[src/rtl/pos_cell_port_arbiter_if.sv]
// Requester-side bus of the cell position RAM arbiter: force-evaluation read
// port and motion-update write-back port.
interface pos_cell_port_arbiter_if #(
    parameter int DATA_WIDTH = 96,
    parameter int ADDR_WIDTH = 8
);
    logic                  rd_req;
    logic [ADDR_WIDTH-1:0] rd_addr;
    logic                  rd_gnt;
    logic                  rd_valid;
    logic [DATA_WIDTH-1:0] rd_data;
    logic [ADDR_WIDTH-1:0] rd_addr_out;
    logic                  rd_oob;
    logic                  wr_req;
    logic [ADDR_WIDTH-1:0] wr_addr;
    logic [DATA_WIDTH-1:0] wr_data;
    logic                  wr_gnt;

    modport master (
        output rd_req, rd_addr, wr_req, wr_addr, wr_data,
        input  rd_gnt, rd_valid, rd_data, rd_addr_out, rd_oob, wr_gnt
    );

    modport slave (
        input  rd_req, rd_addr, wr_req, wr_addr, wr_data,
        output rd_gnt, rd_valid, rd_data, rd_addr_out, rd_oob, wr_gnt
    );
endinterface

[src/rtl/pos_cell_port_arbiter.sv]
// Sequencer/arbiter for the single-port cell position RAM (2-cycle read latency, word 0 = count).
// Optional macro POS_ARB_ROUND_ROBIN_EN: round-robin contention instead of write-wins priority.
module pos_cell_port_arbiter #(
    parameter int DATA_WIDTH   = 96,
    parameter int PARTICLE_NUM = 220,
    parameter int ADDR_WIDTH   = 8
) (
    input  logic                  clk,
    input  logic                  rst,
    pos_cell_port_arbiter_if.slave bus,
    output logic                  init_done,
    output logic [ADDR_WIDTH-1:0] particle_count,
    output logic [ADDR_WIDTH-1:0] mem_address,
    output logic [DATA_WIDTH-1:0] mem_data,
    output logic                  mem_rden,
    output logic                  mem_wren,
    input  logic [DATA_WIDTH-1:0] mem_q
);

    typedef enum logic [1:0] {
        INIT_RD   = 2'd0,
        INIT_WAIT = 2'd1,
        SERVE     = 2'd2
    } state_t;

    localparam logic [ADDR_WIDTH-1:0] MAX_IDX = ADDR_WIDTH'(PARTICLE_NUM - 1);
    localparam logic [1:0]            WAIT_LAST = 2'd2;

    state_t                state_r;
    state_t                state_nxt_s;
    logic [1:0]            wait_cnt_r;
    logic                  rd_gnt_s;
    logic                  wr_gnt_s;
    logic                  init_done_r;
    logic [ADDR_WIDTH-1:0] particle_count_r;
    logic [ADDR_WIDTH-1:0] mem_address_r;
    logic [DATA_WIDTH-1:0] mem_data_r;
    logic                  mem_rden_r;
    logic                  mem_wren_r;
    logic [2:0]            pipe_vld_r;
    logic [2:0]            pipe_oob_r;
    logic [ADDR_WIDTH-1:0] pipe_addr_r [3];
`ifdef POS_ARB_ROUND_ROBIN_EN
    logic                  last_wr_r;
`endif

    // Counts above the RAM capacity are clamped to the last valid particle index.
    function automatic logic [ADDR_WIDTH-1:0] sat_count(input logic [ADDR_WIDTH-1:0] raw);
        if (raw > MAX_IDX) begin
            return MAX_IDX;
        end else begin
            return raw;
        end
    endfunction

    // State register and init wait counter.
    always_ff @(posedge clk) begin
        if (rst) begin
            state_r    <= INIT_RD;
            wait_cnt_r <= 2'd0;
        end else begin
            state_r <= state_nxt_s;
            if (state_r == INIT_WAIT) begin
                wait_cnt_r <= wait_cnt_r + 2'd1;
            end else begin
                wait_cnt_r <= 2'd0;
            end
        end
    end

    // Next state and single-port grant decision.
    always_comb begin
        state_nxt_s = state_r;
        rd_gnt_s    = 1'b0;
        wr_gnt_s    = 1'b0;
        case (state_r)
            INIT_RD: begin
                state_nxt_s = INIT_WAIT;
            end
            INIT_WAIT: begin
                if (wait_cnt_r == WAIT_LAST) begin
                    state_nxt_s = SERVE;
                end else begin
                    state_nxt_s = INIT_WAIT;
                end
            end
            SERVE: begin
                if (rst) begin
                    rd_gnt_s = 1'b0;
                    wr_gnt_s = 1'b0;
                end else if (bus.rd_req && bus.wr_req) begin
`ifdef POS_ARB_ROUND_ROBIN_EN
                    if (last_wr_r) begin
                        rd_gnt_s = 1'b1;
                    end else begin
                        wr_gnt_s = 1'b1;
                    end
`else
                    wr_gnt_s = 1'b1;
`endif
                end else if (bus.rd_req) begin
                    rd_gnt_s = 1'b1;
                end else if (bus.wr_req) begin
                    wr_gnt_s = 1'b1;
                end else begin
                    rd_gnt_s = 1'b0;
                    wr_gnt_s = 1'b0;
                end
            end
            default: begin
                state_nxt_s = INIT_RD;
            end
        endcase
    end

`ifdef POS_ARB_ROUND_ROBIN_EN
    // Remembers which side won last; starts as "write" so read wins first contention.
    always_ff @(posedge clk) begin
        if (rst) begin
            last_wr_r <= 1'b1;
        end else if (rd_gnt_s) begin
            last_wr_r <= 1'b0;
        end else if (wr_gnt_s) begin
            last_wr_r <= 1'b1;
        end else begin
            last_wr_r <= last_wr_r;
        end
    end
`endif

    // Registered RAM command: count fetch during init, granted access while serving.
    always_ff @(posedge clk) begin
        if (rst) begin
            mem_address_r <= {ADDR_WIDTH{1'b0}};
            mem_data_r    <= {DATA_WIDTH{1'b0}};
            mem_rden_r    <= 1'b0;
            mem_wren_r    <= 1'b0;
        end else begin
            case (state_r)
                INIT_RD: begin
                    mem_address_r <= {ADDR_WIDTH{1'b0}};
                    mem_rden_r    <= 1'b1;
                    mem_wren_r    <= 1'b0;
                end
                INIT_WAIT: begin
                    mem_rden_r <= 1'b0;
                    mem_wren_r <= 1'b0;
                end
                SERVE: begin
                    if (rd_gnt_s) begin
                        mem_address_r <= bus.rd_addr;
                        mem_rden_r    <= 1'b1;
                        mem_wren_r    <= 1'b0;
                    end else if (wr_gnt_s) begin
                        mem_address_r <= bus.wr_addr;
                        mem_data_r    <= bus.wr_data;
                        mem_rden_r    <= 1'b0;
                        mem_wren_r    <= 1'b1;
                    end else begin
                        mem_rden_r <= 1'b0;
                        mem_wren_r <= 1'b0;
                    end
                end
                default: begin
                    mem_rden_r <= 1'b0;
                    mem_wren_r <= 1'b0;
                end
            endcase
        end
    end

    // Particle count: loaded from RAM word 0 at end of init, then shadows writes to word 0.
    always_ff @(posedge clk) begin
        if (rst) begin
            particle_count_r <= {ADDR_WIDTH{1'b0}};
            init_done_r      <= 1'b0;
        end else if ((state_r == INIT_WAIT) && (wait_cnt_r == WAIT_LAST)) begin
            particle_count_r <= sat_count(mem_q[ADDR_WIDTH-1:0]);
            init_done_r      <= 1'b1;
        end else if (wr_gnt_s && (bus.wr_addr == {ADDR_WIDTH{1'b0}})) begin
            particle_count_r <= sat_count(bus.wr_data[ADDR_WIDTH-1:0]);
        end else begin
            particle_count_r <= particle_count_r;
        end
    end

    // Read-tracking pipe; the range check is frozen at grant time.
    always_ff @(posedge clk) begin
        if (rst) begin
            pipe_vld_r <= 3'b000;
            pipe_oob_r <= 3'b000;
            for (int i = 0; i < 3; i++) begin
                pipe_addr_r[i] <= {ADDR_WIDTH{1'b0}};
            end
        end else begin
            pipe_vld_r     <= {pipe_vld_r[1:0], rd_gnt_s};
            pipe_oob_r     <= {pipe_oob_r[1:0], rd_gnt_s && (bus.rd_addr > particle_count_r)};
            pipe_addr_r[0] <= rd_gnt_s ? bus.rd_addr : {ADDR_WIDTH{1'b0}};
            pipe_addr_r[1] <= pipe_addr_r[0];
            pipe_addr_r[2] <= pipe_addr_r[1];
        end
    end

    assign bus.rd_gnt      = rd_gnt_s;
    assign bus.wr_gnt      = wr_gnt_s;
    assign bus.rd_valid    = pipe_vld_r[2];
    assign bus.rd_oob      = pipe_oob_r[2];
    assign bus.rd_addr_out = pipe_addr_r[2];
    // RAM q arrives unregistered in the return cycle; out-of-range reads are masked to zero.
    assign bus.rd_data     = (pipe_vld_r[2] && !pipe_oob_r[2]) ? mem_q : {DATA_WIDTH{1'b0}};
    assign init_done       = init_done_r;
    assign particle_count  = particle_count_r;
    assign mem_address     = mem_address_r;
    assign mem_data        = mem_data_r;
    assign mem_rden        = mem_rden_r;
    assign mem_wren        = mem_wren_r;

endmodule


[src/flat_wrapper.sv]
// flat-port wrapper written by rule: the top's interface ports become plain ports
module pos_cell_port_arbiter_flat 
#(
    parameter int DATA_WIDTH   = 96,
    parameter int PARTICLE_NUM = 220,
    parameter int ADDR_WIDTH   = 8
)
  (clk, rst, init_done, particle_count, mem_address, mem_data, mem_rden, mem_wren, mem_q, bus_rd_req, bus_rd_addr, bus_wr_req, bus_wr_addr, bus_wr_data, bus_rd_gnt, bus_rd_valid, bus_rd_data, bus_rd_addr_out, bus_rd_oob, bus_wr_gnt);
  pos_cell_port_arbiter_if #(.DATA_WIDTH(DATA_WIDTH), .ADDR_WIDTH(ADDR_WIDTH)) bus_i ();
  input  logic clk;
  input  logic rst;
  output logic init_done;
  output logic [ADDR_WIDTH-1:0] particle_count;
  output logic [ADDR_WIDTH-1:0] mem_address;
  output logic [DATA_WIDTH-1:0] mem_data;
  output logic mem_rden;
  output logic mem_wren;
  input  logic [DATA_WIDTH-1:0] mem_q;
  input wire logic [$bits(bus_i.rd_req)-1:0] bus_rd_req;
  input wire logic [$bits(bus_i.rd_addr)-1:0] bus_rd_addr;
  input wire logic [$bits(bus_i.wr_req)-1:0] bus_wr_req;
  input wire logic [$bits(bus_i.wr_addr)-1:0] bus_wr_addr;
  input wire logic [$bits(bus_i.wr_data)-1:0] bus_wr_data;
  output wire logic [$bits(bus_i.rd_gnt)-1:0] bus_rd_gnt;
  output wire logic [$bits(bus_i.rd_valid)-1:0] bus_rd_valid;
  output wire logic [$bits(bus_i.rd_data)-1:0] bus_rd_data;
  output wire logic [$bits(bus_i.rd_addr_out)-1:0] bus_rd_addr_out;
  output wire logic [$bits(bus_i.rd_oob)-1:0] bus_rd_oob;
  output wire logic [$bits(bus_i.wr_gnt)-1:0] bus_wr_gnt;
  assign bus_i.rd_req = bus_rd_req;
  assign bus_i.rd_addr = bus_rd_addr;
  assign bus_i.wr_req = bus_wr_req;
  assign bus_i.wr_addr = bus_wr_addr;
  assign bus_i.wr_data = bus_wr_data;
  assign bus_rd_gnt = bus_i.rd_gnt;
  assign bus_rd_valid = bus_i.rd_valid;
  assign bus_rd_data = bus_i.rd_data;
  assign bus_rd_addr_out = bus_i.rd_addr_out;
  assign bus_rd_oob = bus_i.rd_oob;
  assign bus_wr_gnt = bus_i.wr_gnt;
  pos_cell_port_arbiter #(.DATA_WIDTH(DATA_WIDTH), .PARTICLE_NUM(PARTICLE_NUM), .ADDR_WIDTH(ADDR_WIDTH)) u_core (.clk(clk), .rst(rst), .bus(bus_i), .init_done(init_done), .particle_count(particle_count), .mem_address(mem_address), .mem_data(mem_data), .mem_rden(mem_rden), .mem_wren(mem_wren), .mem_q(mem_q));
endmodule
[config.mk]
export PLATFORM = sky130hd
export DESIGN_NAME = pos_cell_port_arbiter_flat
export DESIGN_NICKNAME = d
export VERILOG_FILES = /design/src/rtl/pos_cell_port_arbiter_if.sv /design/src/rtl/pos_cell_port_arbiter.sv /design/src/flat_wrapper.sv
export SDC_FILE = /design/constraint.sdc
export NUM_CORES = 1
export LEC_CHECK = 0
export ABC_AREA = 1
export BUFFER_PORTS_ARGS = -buffer_cell sky130_fd_sc_hd__buf_2
export CAP_MARGIN = 10
export CORE_AREA = 2 2 167 169
export DETAILED_ROUTE_END_ITERATION = 8
export DIE_AREA = 0 0 169 171
export SYNTH_ARGS = -nofsm -noshare
export SYNTH_HDL_FRONTEND = slang
export SYNTH_SLANG_ARGS = --single-unit
[constraint.sdc]
create_clock -name clk -period 1.5 [get_ports clk]
set_input_delay 0.075 -clock clk [delete_from_list [all_inputs] [get_ports clk]]
set_output_delay 0.075 -clock clk [all_outputs]
set_load 0.005 [all_outputs]
# [Yosys cells after proc, flatten, opt, wreduce, memory -nomap -nowiden]
# Memory sizes are Yosys's and may differ from the RTL's.
# Cells that the tools add are included.
[word_totals] in_bits=212 regBits=125 ram_bits=24 wordCells=68 mem_count=1
[classes] add_sub_neg=1 mux=29 magnitude_cmp=3 eq_ne=4 bitwise=6 reduce_logical=14
[mem_list] memory="u_core.pipe_addr_r" depth=3 word_bits=8 read_ports=3 rd_ports_with_merged_regs=0 write_ports=3 line="pos_cell_port_arbiter.sv:42" source="logic [ADDR_WIDTH-1:0] pipe_addr_r [3];"
[op_table] cell="two-way mux 96 bit" n=1
[op_table] cell="two-way mux 8 bit" n=10
[op_table] cell="greater-than comparator 8 bit (second input constant)" n=2
[op_table] cell="case mux 8 bit (2 select lines)" n=1
[op_table] cell="two-way mux 1 bit" n=14
[op_table] cell="greater-than comparator 8 bit" n=1
[op_table] cell="logical NOT 8 bit" n=1
[op_table] cell="case mux 2 bit (3 select lines)" n=1
[op_table] cell="logical AND 1 bit" n=5
[op_table] cell="equality test 2 bit (second input constant)" n=2
[op_table] cell="nonzero test 2 bit" n=2
[op_table] cell="inequality test 3 x 1 -> 1 bit (second input constant)" n=1
[op_table] cell="inverter 1 bit" n=3
[op_table] cell="OR 1 bit" n=3
[op_table] cell="AND reduction 3 bit" n=1
[op_table] cell="OR reduction 3 bit" n=1
[op_table] cell="adder 2 x 1 -> 2 bit (second input constant)" n=1
[op_table] cell="equality test 2 x 1 -> 1 bit (second input constant)" n=1
[op_table] cell="logical NOT 2 bit" n=1
[op_table] cell="two-way mux 2 bit" n=1
[op_table] cell="case mux 1 bit (2 select lines)" n=1
[op_table] cell="AND reduction 2 bit" n=1
[op_table] cell="OR reduction 2 bit" n=1
[op_table] cell="logical NOT 1 bit" n=1

# [Depth between registers and ports, before layout]
[logic_depth] depth_word=8 depth_mapped=9 mapped_depth_nobuf=8

# [Worst setup path after synthesis]
# OpenSTA, ideal clock, no wires.
[synth_path] path_kind="reg2reg" from="register u_core.wait_cnt_r[0]" to="register u_core.particle_count_r[5], in the netlist u_core.particle_count[5]" path_stages_with_launch=8 period_less_slack_ps=1257 path_slack_ps=243 arrival_time_ps=1141 setup_ps=115 path_cell_list="dfxtp_1 inv_1 ha_1 nand3_1 clkbuf_1 nand3_1 nand2_1 nor2_1"
[synth_via] elab_chain_len=3
[synth_rtl] item="start, declared" line="pos_cell_port_arbiter.sv:31" source="logic [1:0] wait_cnt_r;"
[synth_rtl] item="start signal, assigned" line="pos_cell_port_arbiter.sv:64" source="wait_cnt_r <= wait_cnt_r + 2'd1;"
[synth_rtl] item="equality test 2 bit *" line="pos_cell_port_arbiter.sv:177" source="end else if ((state_r == INIT_WAIT) && (wait_cnt_r == WAIT_LAST)) begin"
[synth_rtl] item="logical AND 1 bit *" line="pos_cell_port_arbiter.sv:177"
[synth_rtl] item="two-way mux 8 bit or nonzero test 2 bit (tied branches)"
[synth_rtl] item="end signal, assigned" line="pos_cell_port_arbiter.sv:175" source="particle_count_r <= {ADDR_WIDTH{1'b0}};"
[synth_rtl] item="end signal, assigned" line="pos_cell_port_arbiter.sv:178" source="particle_count_r <= sat_count(mem_q[ADDR_WIDTH-1:0]);"
[synth_rtl] item="end signal, assigned" line="pos_cell_port_arbiter.sv:181" source="particle_count_r <= sat_count(bus.wr_data[ADDR_WIDTH-1:0]);"
[synth_rtl] item="end, declared" line="pos_cell_port_arbiter.sv:35" source="logic [ADDR_WIDTH-1:0] particle_count_r;"
# Mark *: on every way between the ends. The rest lies on a longest branch, timed or not.
# A chain may end at the register's enable or synchronous reset.

# [Final worst setup path]
[layout_path] from="register u_core.pipe_oob_r[2]" to="output bus_rd_data[23]"
[layout_via] elab_chain_len=3
[layout_rtl] item="start, declared" line="pos_cell_port_arbiter.sv:41" source="logic [2:0] pipe_oob_r;"
[layout_rtl] item="start signal, assigned" line="pos_cell_port_arbiter.sv:197" source="pipe_oob_r <= {pipe_oob_r[1:0], rd_gnt_s && (bus.rd_addr > particle_count_r)};"
[layout_rtl] item="logical NOT 1 bit" line="pos_cell_port_arbiter.sv:210" source="assign bus.rd_data = (pipe_vld_r[2] && !pipe_oob_r[2]) ? mem_q : {DATA_WIDTH{1'b0}};"
[layout_rtl] item="logical AND 1 bit" line="pos_cell_port_arbiter.sv:210"
[layout_rtl] item="two-way mux 96 bit" line="pos_cell_port_arbiter.sv:210"
[layout_rtl] item="end, declared" line="flat_wrapper.sv:26" source="output wire logic [$bits(bus_i.rd_data)-1:0] bus_rd_data;"
# No other way between the ends.

==> metrics <==
status=finished clean; first-pass GRT wire length=slightly below 40,000 um; Clock Skews=roughly 0.011 ns; grt ovf=0; Worst-Margin Slew=between 0.5 and 0.6 ns; DRC Markers=0; synth cell count leaders=254 x nand2_1, 152 x inv_1, 149 x dfxtp_1; Worst slew margin=0.6387; synthesis-stage register bit count=about 150; vias per inst=4.289; core area=approximately 0.027 mm^2; initial core utilization=0.2303; startpoint class of the critical path=flip-flop; Comb pwr share=0.094; CTS tree=yes; largest net degree at the start of global routing=~100; R2R depth=7; GR peak layer=met2; Reg power frac=0.426; reg2reg end=u_core.mem_data[92]; Syn Area/Cell=approximately 7 um^2; Min-Delay Startpoint=bus_wr_req; dominant cells by area after synthesis=dfxtp_1 47%, nand2_1 15%, nand3_1 9.6%, inv_1 9.1%, nor2_1 8.4%; Seq/Total Area, Yosys=0.4740; number of synthesized flops with an enable pin=0; initial antenna violation count=2; # placed instances=1,659; worst ir drop on vdd=~0.62 mV; share of cells above drive strength 1=0.3494; r2r setup slk=approximately 0.05 ns; Area growth syn-to-layout=72.07%; final setup violation count=0; Int Power=a little over 7 mW; Hold Path End=u_core.pipe_addr_r[0][2]; top-count cell post-synth=nand2_1; worst skew pair latency=between 0.4 and 0.5 ns; post-layout min period=between 1 and 1.5 ns; GRT Util Overall=0.1776; hpwl dp=between 15,000 and 20,000 um; clock slew at reported path FFs=0.06 ns; # fillers=approximately 2,800; CTS buffer count=17; met3 GRT Util=0.05043; Layout Cells excl Fill=roughly 1,800; Leakage=around 6.4 nW; Clock Power Share=0.480; switch share=0.2330; Worst Setup Path Type=reg2out; Fmax=0.6830 GHz; post-synthesis cell count=926; Post-Route WL=between 20,000 and 30,000 um; cell taking the most area after synthesis=dfxtp_1; unique cell type count in the Yosys netlist=22; detailed-route via count=7,824; Power Density=863.1 mW/mm^2; RSZ-0062 raised after global routing=yes; final core utilization=0.3963; grt met2 use=0.3024; Critical Path End Type=output port; post-route ant nets=0; fin. max-slew vios=0; Reg2Reg Launch Point=u_core.state_r[1]; I/O Buffers=around 430; critical path fanouts, max=12; Synth Warn #=0; Std-Cell Rows=61; Mapped Nets=1,147; CTS Sinks=approximately 150; vias in the first global route=between 7,000 and 8,000; wire length per cell=between 15 and 20 um; die width=~170 um; main flop type after synthesis=dfxtp_1; ys async rst share=0; Pre-antenna DRT Iters=5; initial drt markers=495; # nets final=1,686; clk buf depth=2; area of the die=around 0.029 mm^2; clk root buf=clkbuf_16; endpoints failing hold=0; Critical Path AT=1.39 ns; hold depth=4; H-tree depth=4; Mapped Area=roughly 0.0063 mm^2; height of the die=between 150 and 200 um; Worst Hold Class=in2reg; final period utilization=0.9761; M1 GR Usage=0.2129; IO Count=approximately 440; post-synth top area share=0.4740; GP Congestion=0.8916; Req. time, crit path=approximately 1.4 ns; net load switching power=2.178 mW; Max Cap Viol=0
stage by stage:
step	power [mW]	hold slack [ns]	instance area (um^2)	setup slack [ns]	setup TNS, ns
after floorplan	4.289	0.1855	6294	0.2435	0
after global placement	4.689	0.2665	8760	0.1468	0
after detailed placement	4.697	0.2722	8760	0.09183	0
after CTS	9.424	0.04705	10640	-0.01296	-0.01296
after global routing	9.704	0.08012	10830	-0.03853	-0.09615
final	9.346	0.07945	10830	0.03582	0
final cells by class:
| cell class | count | area, um^2 | share of cell area |
|---|---|---|---|
| clock inverters | 10 | 146.4 | 0.01352 |
| inverters | 155 | 594.3 | 0.05488 |
| clock buffers | 21 | 460.4 | 0.04252 |
| multi-input cells | 565 | 2495 | 0.2304 |
| flip-flops and latches | 149 | 2989 | 0.2760 |
| well taps | 346 | 432.9 | 0.03998 |
| repair buffers | 577 | 3709 | 0.3425 |
| diodes | 1 | 2.502 | 0.0002311 |
repair_timing:
| item | 4_1_cts | 5_1_grt |
|---|---|---|
| pin swaps | 1 | 2 |
| endpoints found under the setup margin | 71 | 123 |
| setup buffers | 3 | 12 |
| hold buffers | 112 | 0 |
| gates resized for setup | 16 | 12 |
| cloned | 3 | 3 |
| hold endpoints to repair | 114 | 0 |
cell families (layout without fill, tap and decap cells):
family          Yosys count  after routing  synth area share
other cells               0              1                 0
fa+ha+maj                 9              9           0.01789
buf+inv                 213            763            0.1404
simple gates            523            524            0.3414
compound gates           32             32           0.02644
flops                   149            149            0.4740
power by group through the flow:
stage	clock network (mW)	registers, mW	logic (mW)
floorplan	0	4.08	0.211
global route	4.77	3.99	0.951
global placement	0	4.07	0.614
detailed placement	0	4.08	0.621
finish	4.48	3.99	0.875
CTS	4.58	3.99	0.857
registers in the layout, summed over array words and instances (netlist names):
signal	flops
u_core.init_done	1
u_core.mem_address	8
u_core.mem_data	96
u_core.mem_rden	1
u_core.mem_wren	1
u_core.particle_count	8
u_core.pipe_addr_r	24
u_core.pipe_oob_r	3
u_core.pipe_vld_r	3
u_core.state_r	2
u_core.wait_cnt_r	2
worst max-delay path by stage:
stage / cells past startpoint / startpoint / to
final: 5 / u_core.pipe_oob_r[2] / bus_rd_data[23]
after global routing: 5 / u_core.pipe_oob_r[2] / bus_rd_data[23]
after CTS: 6 / u_core.state_r[1] / bus_wr_gnt
after detailed placement: 7 / u_core.state_r[1] / u_core.mem_data[34]
after global placement: 7 / u_core.state_r[1] / u_core.mem_data[28]
after floorplan: 7 / u_core.wait_cnt_r[0] / u_core.particle_count[5]
per-layer routing:
metal  wire length, um  part of all wire
met5                18           0.00065
met4               654             0.024
met3              2108             0.076
met2             13540              0.49
met1             11480              0.41
worst max-delay path, cell delays in order (launching register included):
cell,delay [ns]
dfxtp_2,0.34
inv_4,0.07
nand2_8,0.10
clkbuf_16,0.19
nor2_1,0.11
buf_2,0.14
layout by cell type, fill, tap and decap left out:
master,n
buf_2,433
nand2_1,253
inv_1,151
dfxtp_1,146
nor2_1,135
nand3_1,121
dlygate4sd3_1,112
clkbuf_16,19
a21oi_1,18
buf_4,16
o21ai_0,10
ha_1,9
nor2_2,6
buf_6,6
buf_12,4
nor2_4,3
clkinv_4,3
bufinv_16,3
inv_4,2
nand3_4,2
nand2_4,2
o21ai_1,2
inv_6,2
clkbuf_1,2
clkbuf_8,2
buf_16,2
dfxtp_2,2
diode_2,1
nand2_8,1
inv_2,1
inv_8,1
o21ai_2,1
nor3_1,1
o21a_1,1
clkinv_2,1
clkinvlp_4,1
bufbuf_16,1
buf_8,1
dfxtp_4,1
(Power assumes the default switching activity.)
